--- src/rtl/seq_detect_prog.sv ---
// seq_detect_prog: runtime-programmable serial bit-pattern detector.
// Detects a right-aligned pattern of 1..MAX_LEN bits in a valid-qualified
// serial stream, with overlapping or non-overlapping detection.
// Optional feature macro: SEQ_DETECT_PROG_CNT_EN adds a saturating match
// counter on the match_count port, cleared by cnt_clr.
module seq_detect_prog #(
  parameter int MAX_LEN = 8,
  parameter int DEF_LEN = 4,
  parameter logic [MAX_LEN-1:0] DEF_PAT = 8'b0000_1011,
  parameter int CNT_W = 8
) (
  input  logic                         clk,
  input  logic                         reset_n,
  input  logic                         inp_bit,
  input  logic                         inp_valid,
  input  logic                         overlap,
  input  logic                         pat_load,
  input  logic [MAX_LEN-1:0]           pat_value,
  input  logic [$clog2(MAX_LEN+1)-1:0] pat_len,
  input  logic                         cnt_clr,
  output logic                         seq_seen,
  output logic                         cfg_err
`ifdef SEQ_DETECT_PROG_CNT_EN
  ,
  output logic [CNT_W-1:0]             match_count
`endif
);

  localparam int LEN_W = $clog2(MAX_LEN + 1);

  logic [MAX_LEN-1:0] r_hist;
  logic [LEN_W-1:0]   r_fill;
  logic [MAX_LEN-1:0] r_pat;
  logic [LEN_W-1:0]   r_len;
  logic               r_seqSeen;
  logic               r_cfgErr;

  logic [MAX_LEN-1:0] w_histNext;
  logic [LEN_W-1:0]   w_fillInc;
  logic [MAX_LEN-1:0] w_mask;
  logic               w_accept;
  logic               w_match;
  logic               w_lenLegal;

  assign w_accept   = inp_valid & ~pat_load;
  assign w_histNext = {r_hist[MAX_LEN-2:0], inp_bit};
  assign w_fillInc  = (r_fill == LEN_W'(MAX_LEN)) ? r_fill : r_fill + LEN_W'(1);
  assign w_lenLegal = (pat_len != '0) && (pat_len <= LEN_W'(MAX_LEN));

  // Build the compare mask and decide whether the post-shift history matches
  always_comb begin
    w_mask = '0;
    for (int i = 0; i < MAX_LEN; i++) begin
      w_mask[i] = (i < int'(r_len));
    end
    w_match = w_accept && (w_fillInc >= r_len) &&
              ((w_histNext & w_mask) == (r_pat & w_mask));
  end

  // History, fill level, pattern registers, match pulse and sticky config error
  always_ff @(posedge clk or negedge reset_n) begin
    if (!reset_n) begin
      r_hist    <= '0;
      r_fill    <= '0;
      r_pat     <= DEF_PAT;
      r_len     <= LEN_W'(DEF_LEN);
      r_seqSeen <= 1'b0;
      r_cfgErr  <= 1'b0;
    end else begin
      r_seqSeen <= w_match;
      if (pat_load) begin
        if (w_lenLegal) begin
          r_pat  <= pat_value;
          r_len  <= pat_len;
          r_fill <= '0;
        end else begin
          r_cfgErr <= 1'b1;
        end
      end else if (inp_valid) begin
        r_hist <= w_histNext;
        r_fill <= (w_match && !overlap) ? '0 : w_fillInc;
      end
    end
  end

  assign seq_seen = r_seqSeen;
  assign cfg_err  = r_cfgErr;

`ifdef SEQ_DETECT_PROG_CNT_EN
  logic [CNT_W-1:0] r_matchCount;

  // Saturating match counter; a clear in the same cycle as a match wins
  always_ff @(posedge clk or negedge reset_n) begin
    if (!reset_n) begin
      r_matchCount <= '0;
    end else if (cnt_clr) begin
      r_matchCount <= '0;
    end else if (w_match && (r_matchCount != {CNT_W{1'b1}})) begin
      r_matchCount <= r_matchCount + CNT_W'(1);
    end
  end

  assign match_count = r_matchCount;
`else
  logic w_unusedCntClr;
  assign w_unusedCntClr = cnt_clr;
`endif

endmodule

--- config.mk ---
export PLATFORM = sky130hd
export DESIGN_NAME = seq_detect_prog
export DESIGN_NICKNAME = d
export VERILOG_FILES = /design/src/rtl/seq_detect_prog.sv
export SDC_FILE = /design/constraint.sdc
export NUM_CORES = 1
export LEC_CHECK = 0
export ABC_AREA = 1
export CORE_MARGIN = 2
export CORE_UTILIZATION = 40
export CTS_CLUSTER_SIZE = 20
export DETAILED_ROUTE_END_ITERATION = 16
export DONT_BUFFER_PORTS = 1
export GPL_ROUTABILITY_DRIVEN = 1
export SETUP_SLACK_MARGIN = 0.4
export SYNTH_ARGS = -nofsm -noshare
export SYNTH_HDL_FRONTEND = slang
export SYNTH_SLANG_ARGS = --single-unit
--- constraint.sdc ---
create_clock -name clk -period 2.4 [get_ports clk]
set_input_delay 0.48 -clock clk [delete_from_list [all_inputs] [get_ports clk]]
set_output_delay 0.48 -clock clk [all_outputs]
set_load 0.05 [all_outputs]
==> qor.txt, run 1 <==
Status - finished clean
Root Buffer - clkbuf_4
Antenna cells - 0
CTS Buf Count - 3
Cell Chain, Critical Path - buf_4, ha_2, nand3_2, o21ai_2, ha_1, nand2_2, inv_1, nand2_1, nand2_2, nor2_2, nor2_2, nand4_4, nand2_2, nand2_2
Largest net degree at the start of global routing - 26
Post-synth top area share - 35.93%
Final slew viol count - 0
Crit share post-route - 84.10%
Largest area contributor in the netlist - dfrtp_1
Commonest non-fill, non-tap cell in the layout - nand2_1
Largest fanout on the critical path - 4
Layout cells sized above 1 - 27.14%
Cells after Synth - 189
Critical Path End Type - register
Setup TNS - 0 ns
Power consumption - 0.001152 W
Most frequent cells in the layout - nand2_1 (57), inv_1 (32), dfrtp_1 (21), nor2_1 (13), o21ai_2 (9)
First-pass GRT wire length - 4.892 mm
Initial Utilization - 42.82%
Clk_lat worst skew - 0.32 ns
Critical Path AT - 2.25 ns
Io pins - 21
Post-layout net count - 225
Worst path slowest cell - dfrtp_1
Vias - 1182
H-tree Lvls - 1
Core ar. - 3416 sq um
Via-to-Cell Ratio - 4.824
Final worst slack - 0.3817 ns
Register area share after synthesis - 43.11%
Die Width - 64.47 microns
Fin crit period - 2.018 ns
Crit-path max cell delay - 0.43 ns
Port Buf Inserts - 0
Synthesized flop and latch total - 25
DRT iter0 DRCs - 37
Crit Path Class - reg -> reg
Setup WS pre-CTS - 0.4474 ns
Critical path's most frequent cell - nand2_2
Pwr dens - 676.7 nW/um^2
Overall Global Routing Usage - 14.91%
Drt pass-1 iters - 4
Wire per inst - 11.60 microns
Cell Rows - 21
Yosys cell types - 23
Fmax - 0.4955 GHz
Gp weighted congestion - 0.8100
Post-synth net total - 214
Vias in the first global route - 1130
Die height - 64.47 microns
HP Class - in -> reg
Total die area - 4156 sq um
Clock Sink Count - 25
Netlist Area Pre-Place - 1463 sq um
CTS max path bufs - 2
DP HPWL - 2.058 mm
Startpoint types - register
WHS Path Cells - 2
DP Cell Count - 234
Warnings from Yosys - 0
Post-Route WL - 2.843 mm
Setup Skew - 0.004664 ns
Non-Filler Instances - 245
Antenna viol nets, final - 0
WP data required - 2.63 ns
Slew at the pin with the worst max-slew slack - 0.4772 ns
Area growth syn-to-layout - 16.42%
DR DRC count - 0
Reg clk slew, reported paths - 0.15 ns
Final hold viol count - 0
Final Setup Violations - 0
Unrepaired setup endpoints after global routing - yes
Max-cap viol count - 0
Pleak - 0.8730 nW
Initial antenna violation count - 0
Avg Inst Size Synth - 7.739 sq um
Fill count - 319
Synth area leaders - dfrtp_1 (36%), nand2_1 (17%), inv_1 (8.5%)
Worst slew margin - 68.18%
Worst R2R Path Depth - 14
CTS tree - built
Grt ovf - 0
Max VDD drop - 0.3441 mV
final cells by class:
| cell class | count | area (sq um) | area share, % |
|---|---|---|---|
| clock buffer | 3 | 22.52 | 1.323 |
| sequential | 25 | 630.6 | 37.03 |
| clock inverter | 1 | 8.758 | 0.5143 |
| inverter | 34 | 127.6 | 7.494 |
| multi-input combinational | 127 | 773.2 | 45.41 |
| tap | 46 | 57.56 | 3.380 |
| timing repair buffer | 9 | 82.58 | 4.849 |
cells in the mapped netlist:
master,count
nand2_1,65
o31ai_4,1
dfrtp_1,21
nand4_1,1
nand4_2,1
nand3_1,5
ha_1,6
xor2_1,4
dfstp_2,4
a21o_1,1
nand3_2,1
a21oi_2,4
clkinv_1,1
and3_1,1
o21ai_0,8
buf_6,1
inv_1,33
nor2_2,2
a21oi_1,1
buf_4,2
o21ai_2,8
nor2_1,17
xnor2_1,1
metal layers:
layer,global-route usage [%],vias to the layer above,part of all wire (%)
met1,20.38,549,46
met3,2.431,4,4.7
met5,0,-,0
met4,5.585,0,1.3
met2,23.83,30,48
li1,-,599,-
timing repair:
item / in CTS / in global routing
endpoints found under the setup margin: 0 / 5
hold buffers: 2 / 0
hold endpoints to repair: 25 / 0
gates resized for setup: 0 / 25
buffers inserted: 0 / 5
metrics by stage:
step	instance area, sq um	hold WS [ns]	util [%]
global route	1703	0.2146	49.85
global placement	1509	0.1851	44.18
CTS	1570	0.2201	45.97
detailed placement	1509	0.1850	44.18
finish	1703	0.2424	49.85
floorplan	1463	0.1844	-
sequential cells by signal, indices dropped and copies added (netlist names):
signal    count
r_hist        7
cfg_err       1
r_fill        4
seq_seen      1
r_len         4
r_pat         8
cells by family after synthesis:
logic type | Yosys count | synth area share [%]
xor+xnor | 5 | 2.994
simple gates | 93 | 26.00
fa+ha+maj | 6 | 5.132
flops | 25 | 43.11
compound gates | 23 | 12.23
buf+inv | 37 | 10.52
power by group:
part / internal [W] / switching, W / total (W)
logic: 0.000173 / 0.000229 / 0.000402
registers: 0.000490 / 0.0000565 / 0.000546
clock network: 0.0000679 / 0.000136 / 0.000204
final timing paths:
kind | slack (ns) | from | endpoint
hold reg to reg | 0.50 | r_pat[0] | r_pat[0]
setup reg to reg | 0.38 | r_fill[0] | r_fill[0]
min in group asynchronous | 0.57 | reset_n | r_pat[6]
max in group asynchronous | 1.61 | reset_n | r_len[2]
setup / recovery | 0.38 | r_fill[0] | r_fill[0]
hold / removal | 0.24 | pat_value[0] | r_pat[0]
critical path: cells and delay by family (launching register included):
| kind | cells | cell delay (ns) |
|---|---|---|
| compound gates | 1 | 0.06 |
| simple gates | 9 | 0.76 |
| fa+ha+maj | 2 | 0.49 |
| flops | 1 | 0.43 |
| buf+inv | 2 | 0.20 |
(Power assumes the default switching activity.)
==> run 2, diff against run 1 <==
--- a/config.mk
+++ b/config.mk
@@ -5,7 +5,7 @@
 export SDC_FILE = /design/constraint.sdc
 export NUM_CORES = 1
 export LEC_CHECK = 0
-export ABC_AREA = 1
+export ABC_AREA = 0
 export CORE_MARGIN = 2
 export CORE_UTILIZATION = 40
 export CTS_CLUSTER_SIZE = 20
==> constraint.sdc (replaced) <==
create_clock -name clk -period 1.7 [get_ports clk]
set_input_delay 0.34 -clock clk [delete_from_list [all_inputs] [get_ports clk]]
set_output_delay 0.34 -clock clk [all_outputs]
set_load 0.05 [all_outputs]
==> run 2 against run 1 <==
The run now ends with setup timing left. Fmax up 4.0%. Sequential power up 47%. Non-clock buffer count increased by 10. Critical path type unchanged.
==> qor.txt, run 2 <==
Fmax - 0.5155 GHz
Grt ovf - 0
Initial Utilization - 40.84%
Synth area leaders - dfrtp_1 (39%), nand2_1 (8.4%), dfstp_2 (7.8%)
Via-to-Cell Ratio - 5.063
Setup TNS - -0.9797 ns
Commonest non-fill, non-tap cell in the layout - nand2_1
H-tree Lvls - 1
Main flop type after synthesis - dfrtp_1
Overall Global Routing Usage - 16.02%
Layout cells sized above 1 - 40.41%
CTS max path bufs - 2
Reg clk slew, reported paths - 0.14 ns
Pwr dens - 998.0 nW/um^2
Cells after Synth - 128
Failing checks - setup timing
Io pins - 21
Ys async rst share - 100.0%
DRT iter0 DRCs - 19
Die Width - 61.91 microns
Vias in the first global route - 1008
CP top delay family - compound AO/OA/AOI/OAI gates
Cell Rows - 21
DR DRC count - 0
Multi-input gate area - 773.2 sq um
Slew at the pin with the worst max-slew slack - 0.4653 ns
Gp weighted congestion - 0.8024
Area growth syn-to-layout - 25.00%
Register area share after synthesis - 47.01%
CTS Buf Count - 3
Antenna cells - 0
Largest area contributor in the netlist - dfrtp_1
Warnings from Yosys - 0
Max reg flops - 8
Post-synth net total - 153
Final hold viol count - 0
Vias - 972
WP data required - 1.90 ns
CTS tree - built
Final slew viol count - 0
Worst path slowest cell - dfstp_2
Crit share post-route - 114.1%
Setup WS pre-CTS - -0.3017 ns
Largest regs - r_pat: 8 flops, r_hist: 7 flops
Clock Sink Count - 25
Wire per inst - 13.51 microns
Netlist Area Pre-Place - 1341 sq um
Fill count - 297
Worst slew margin - 68.91%
Final worst slack - -0.2397 ns
Clk_lat worst skew - 0.33 ns
Post-Route WL - 2.593 mm
Cell Chain, Critical Path - nor4b_4, o221ai_2, a2111o_1, nor3b_4, a21oi_1
DP HPWL - 1.870 mm
Largest reg by FF count - r_pat
Yosys cell types - 32
Final Setup Violations - 5
Pleak - 0.7416 nW
Total die area - 3832 sq um
Setup Skew - 0.01605 ns
Largest net degree at the start of global routing - 26
Root Buffer - clkbuf_4
Number of synthesized flops with an enable pin - 0
Status - finished, violations left
Power consumption - 0.001673 W
Critical Path AT - 2.14 ns
Post-synth top area share - 39.18%
Post-layout net count - 172
Largest fanout on the critical path - 5
Core ar. - 3284 sq um
HP Class - in -> reg
Max VDD drop - 0.4889 mV
Antenna viol nets, final - 0
Worst path buffer plus inverter count - 0
Die height - 61.91 microns
Startpoint types - register
Most frequent cells in the layout - nand2_1 (27), dfrtp_1 (18), buf_4 (16), xnor2_1 (10), mux2_2 (8)
Most numerous cell in the Yosys netlist - nand2_1
Crit Path Class - reg -> reg
Synth cell count leaders - nand2_1 (30), dfrtp_1 (21), xnor2_1 (11)
Synthesized flop and latch total - 25
FF+latch area - 634.4 sq um
Crit-path max cell delay - 0.59 ns
DP Area - 1494 sq um
Drt pass-1 iters - 4
Initial antenna violation count - 0
First-pass GRT wire length - 4.457 mm
Port Buf Inserts - 0
Avg Inst Size Synth - 10.48 sq um
Post-route cell area - 1677 sq um
Fin crit period - 1.940 ns
Critical Path End Type - register
Unrepaired setup endpoints after global routing - yes
Max-cap viol count - 0
run 2: cell types whose count changed after synthesis, moves of 5 or more:
cell	change
inv_1	-27
mux2_2	+8
nand2_1	-35
nor2_1	-16
o21ai_0	-5
o21ai_2	-8
xnor2_1	+10
run 2: power breakdown:
part           switching (W)  internal [W]  total, W
Clock               0.000180     0.0000882  0.000268
Sequential         0.0000965      0.000705  0.000801
Combinational       0.000250      0.000354  0.000604
run 2: cell families after synthesis:
family	count (synthesis)	share of synthesized area [%]
compound gates	18	9.048
xor+xnor	11	7.183
fa+ha+maj	6	5.597
buf+inv	11	4.291
flops	25	47.01
mux	12	9.981
simple gates	45	16.88
run 2: metrics by stage:
step	util, %	hold WS (ns)	instances
global route	51.05	0.08517	192
global placement	45.49	0.04508	183
finish	51.05	0.09368	192
detailed placement	45.49	0.04507	183
CTS	49.33	0.08123	191
floorplan	-	0.04441	128
run 2: worst reg2reg max path, stage by stage, from the launching register on:
cell and delay [ns]:
dfstp_2 0.59, nor4b_4 0.23, o221ai_2 0.14, a2111o_1 0.49, nor3b_4 0.29, a21oi_1 0.08
run 2: metal layers:
| metal | track usage [%] | part of all wire, % | vias up |
|---|---|---|---|
| li1 | - | - | 476 |
| met1 | 19.69 | 46 | 474 |
| met2 | 27.07 | 49 | 18 |
| met3 | 3.313 | 3.8 | 4 |
| met4 | 7.295 | 1.3 | 0 |
| met5 | 0 | 0 | - |
run 2: final timing paths:
path	depth (start not counted)	slack, ns	start	end
max	5	-0.24	r_len[2]	r_fill[3]
min	1	0.09	pat_len[2]	r_len[3]
max reg2reg	5	-0.24	r_len[2]	r_fill[3]
min reg2reg	2	0.53	r_hist[6]	r_hist[6]
max in group asynchronous	2	1.04	reset_n	r_pat[3]
min in group asynchronous	2	0.41	reset_n	seq_seen
run 2: area by class of cell:
cell class / instances / share of cell area [%]
repair buffers: 19 / 9.627
inverters: 6 / 1.343
clock inverters: 1 / 0.2985
multi-input cells: 92 / 46.12
clock buffers: 3 / 1.343
well taps: 46 / 3.433
flip-flops and latches: 25 / 37.84
run 2: what timing repair did:
action                                 4_1_cts  5_1_grt
hold buffers                                 2        0
buffers inserted                             2        1
pin swaps                                    3        1
setup endpoints to repair                    7        5
endpoints found under the hold margin       25        0
gates resized for setup                     12       11
==> run 3, diff against run 2 <==
--- a/config.mk
+++ b/config.mk
@@ -12,7 +12,7 @@
 export DETAILED_ROUTE_END_ITERATION = 16
 export DONT_BUFFER_PORTS = 1
 export GPL_ROUTABILITY_DRIVEN = 1
-export SETUP_SLACK_MARGIN = 0.4
+export SETUP_SLACK_MARGIN = 0.1
 export SYNTH_ARGS = -nofsm -noshare
 export SYNTH_HDL_FRONTEND = slang
 export SYNTH_SLANG_ARGS = --single-unit
==> run 3 against run 2 <==
The run still ends with setup timing left. Clock skew shrank 0.0076 ns. Worst setup slack lost 0.031 ns. Sequential power is essentially flat. Critical path depth grew 6. Sequential cell count is the same. Total power shrank 3.7%. Via count shrank 1.2%. Non-clock buffer count shrank 2. Sequential share of layout area grew 1.6 points. Clock-buffer cell count is the same. Register-to-register slack lost 0.03 ns. Utilization shrank 2.2 points. Critical path type unchanged. Largest power group unchanged.
==> qor.txt, run 3 (synthesis results as in run 2) <==
Fin crit period - 1.971 ns
Max VDD drop - 0.5233 mV
Worst path buffer plus inverter count - 1
Clk_lat worst skew - 0.32 ns
Gp weighted congestion - 0.7591
Total die area - 3832 sq um
Launch point of the worst path - r_fill[0]
Largest net degree at the start of global routing - 26
Overall Global Routing Usage - 15.09%
Antenna cells - 0
Cell Rows - 21
CTS Buf Count - 3
Worst path slowest cell - dfrtp_1
Critical Path AT - 2.21 ns
Setup Skew - 0.008436 ns
Vias - 960
Clock Sink Count - 25
Grt ovf - 0
WP data required - 1.94 ns
H-tree Lvls - 1
Most frequent cells in the layout - nand2_1 (28), dfrtp_1 (20), buf_4 (14), xnor2_1 (10), mux2_2 (8)
Unrepaired setup endpoints after global routing - yes
HP Class - in -> reg
Pleak - 0.7092 nW
Port Buf Inserts - 0
Max reg flops - 8
Final Setup Violations - 5
Failing checks - setup timing
Post-layout net count - 170
Largest regs - r_pat: 8 flops, r_hist: 7 flops
Largest fanout on the critical path - 4
WHS Path Cells - 2
Min-Delay Endpoint - r_hist[0]
Final slew viol count - 0
Setup WS pre-CTS - -0.3114 ns
Reg-to-reg slack, setup - -0.27 ns
Reg clk slew, reported paths - 0.14 ns
Final hold viol count - 0
Initial antenna violation count - 0
Core ar. - 3284 sq um
DRT iter0 DRCs - 25
Worst slew margin - 69.23%
Critical Path End Type - register
CTS tree - built
Slew at the pin with the worst max-slew slack - 0.4556 ns
Max-cap viol count - 0
Fmax - 0.5074 GHz
WHS - 0.1139 ns
Post-Route WL - 2.516 mm
Wire per inst - 13.24 microns
Power consumption - 0.001612 W
Vias in the first global route - 1013
Die Width - 61.91 microns
CP top delay family - simple AND/OR/NAND/NOR gates
First-pass GRT wire length - 4.195 mm
Worst R2R Path Depth - 11
Status - finished, violations left
Layout cells sized above 1 - 33.33%
Cell Chain, Critical Path - inv_2, ha_4, nand2_4, nor2_4, xnor2_2, ha_1, nand2b_4, a21oi_2, o21ai_2, nor3b_4, o31ai_1
Crit share post-route - 115.9%
Commonest non-fill, non-tap cell in the layout - nand2_1
Startpoint types - register
Antenna viol nets, final - 0
DP HPWL - 1.871 mm
CTS max path bufs - 2
Initial Utilization - 40.84%
Io pins - 21
Crit Path Class - reg -> reg
Pwr dens - 1006 nW/um^2
Reg-to-reg startpoint - r_fill[0]
Largest reg by FF count - r_pat
DR DRC count - 0
Die height - 61.91 microns
Final worst slack - -0.2707 ns
Drt pass-1 iters - 4
Crit-path max cell delay - 0.42 ns
Area growth syn-to-layout - 19.50%
RR Endpoint - r_fill[0]
Hold Startpoint - inp_bit
Root Buffer - clkbuf_4
Via-to-Cell Ratio - 5.053
==> run 3: worst reg2reg max path, stage by stage (launching register included) <==
cell and delay, ns:
dfrtp_1 0.42, inv_2 0.09, ha_4 0.14, nand2_4 0.06
nor2_4 0.10, xnor2_2 0.13, ha_1 0.26, nand2b_4 0.14
a21oi_2 0.13, o21ai_2 0.07, nor3b_4 0.17, o31ai_1 0.18
==> run 3: layer usage <==
metal	wire length [microns]	global-route usage, %	up-vias
met3	66	2.484	6
met4	61	7.599	0
met2	1274	26.77	15
li1	-	-	469
met1	1113	17.52	470
met5	0	0	-
==> run 3: where the power goes <==
part	leakage, nW	switching (W)	internal, W
clock	0.0139	0.000183	0.0000900
combinational	0.392	0.000228	0.000307
sequential	0.304	0.0000991	0.000704
total	0.709	0.000510	0.00110
==> run 3: worst max-delay path by stage <==
stage,endpoint,slack [ns],cells past startpoint
final,r_fill[0],-0.27,11
after global routing,r_fill[0],-0.36,11
after CTS,r_fill[0],-0.26,11
after detailed placement,r_fill[0],-0.31,11
after global placement,r_fill[0],-0.24,11
after floorplan,r_fill[0],-0.18,11
==> run 3: final cells by class <==
class | instances | area, sq um
sequential | 25 | 631.9
multi-input combinational | 92 | 714.4
tap | 46 | 57.56
clock buffer | 3 | 22.52
inverter | 6 | 22.52
fill | 312 | 1682
clock inverter | 1 | 7.507
timing repair buffer | 17 | 146.4
==> run 3: repair_timing <==
action	4_1_cts	5_1_grt
resized for setup	13	3
hold buffers	2	0
buffers inserted	2	0
endpoints found under the hold margin	25	0
endpoints found under the setup margin	5	5
pin swaps	3	1
==> run 3: stage by stage <==
| step | setup TNS, ns | cell area [sq um] | instances | util, % |
|---|---|---|---|---|
| after floorplan | -0.5059 | 1341 | 128 | - |
| after global placement | -0.8810 | 1461 | 182 | 44.50 |
| after detailed placement | -1.223 | 1461 | 182 | 44.50 |
| after CTS | -0.9336 | 1588 | 190 | 48.34 |
| after global routing | -1.395 | 1603 | 190 | 48.80 |
| final | -1.032 | 1603 | 190 | 48.80 |
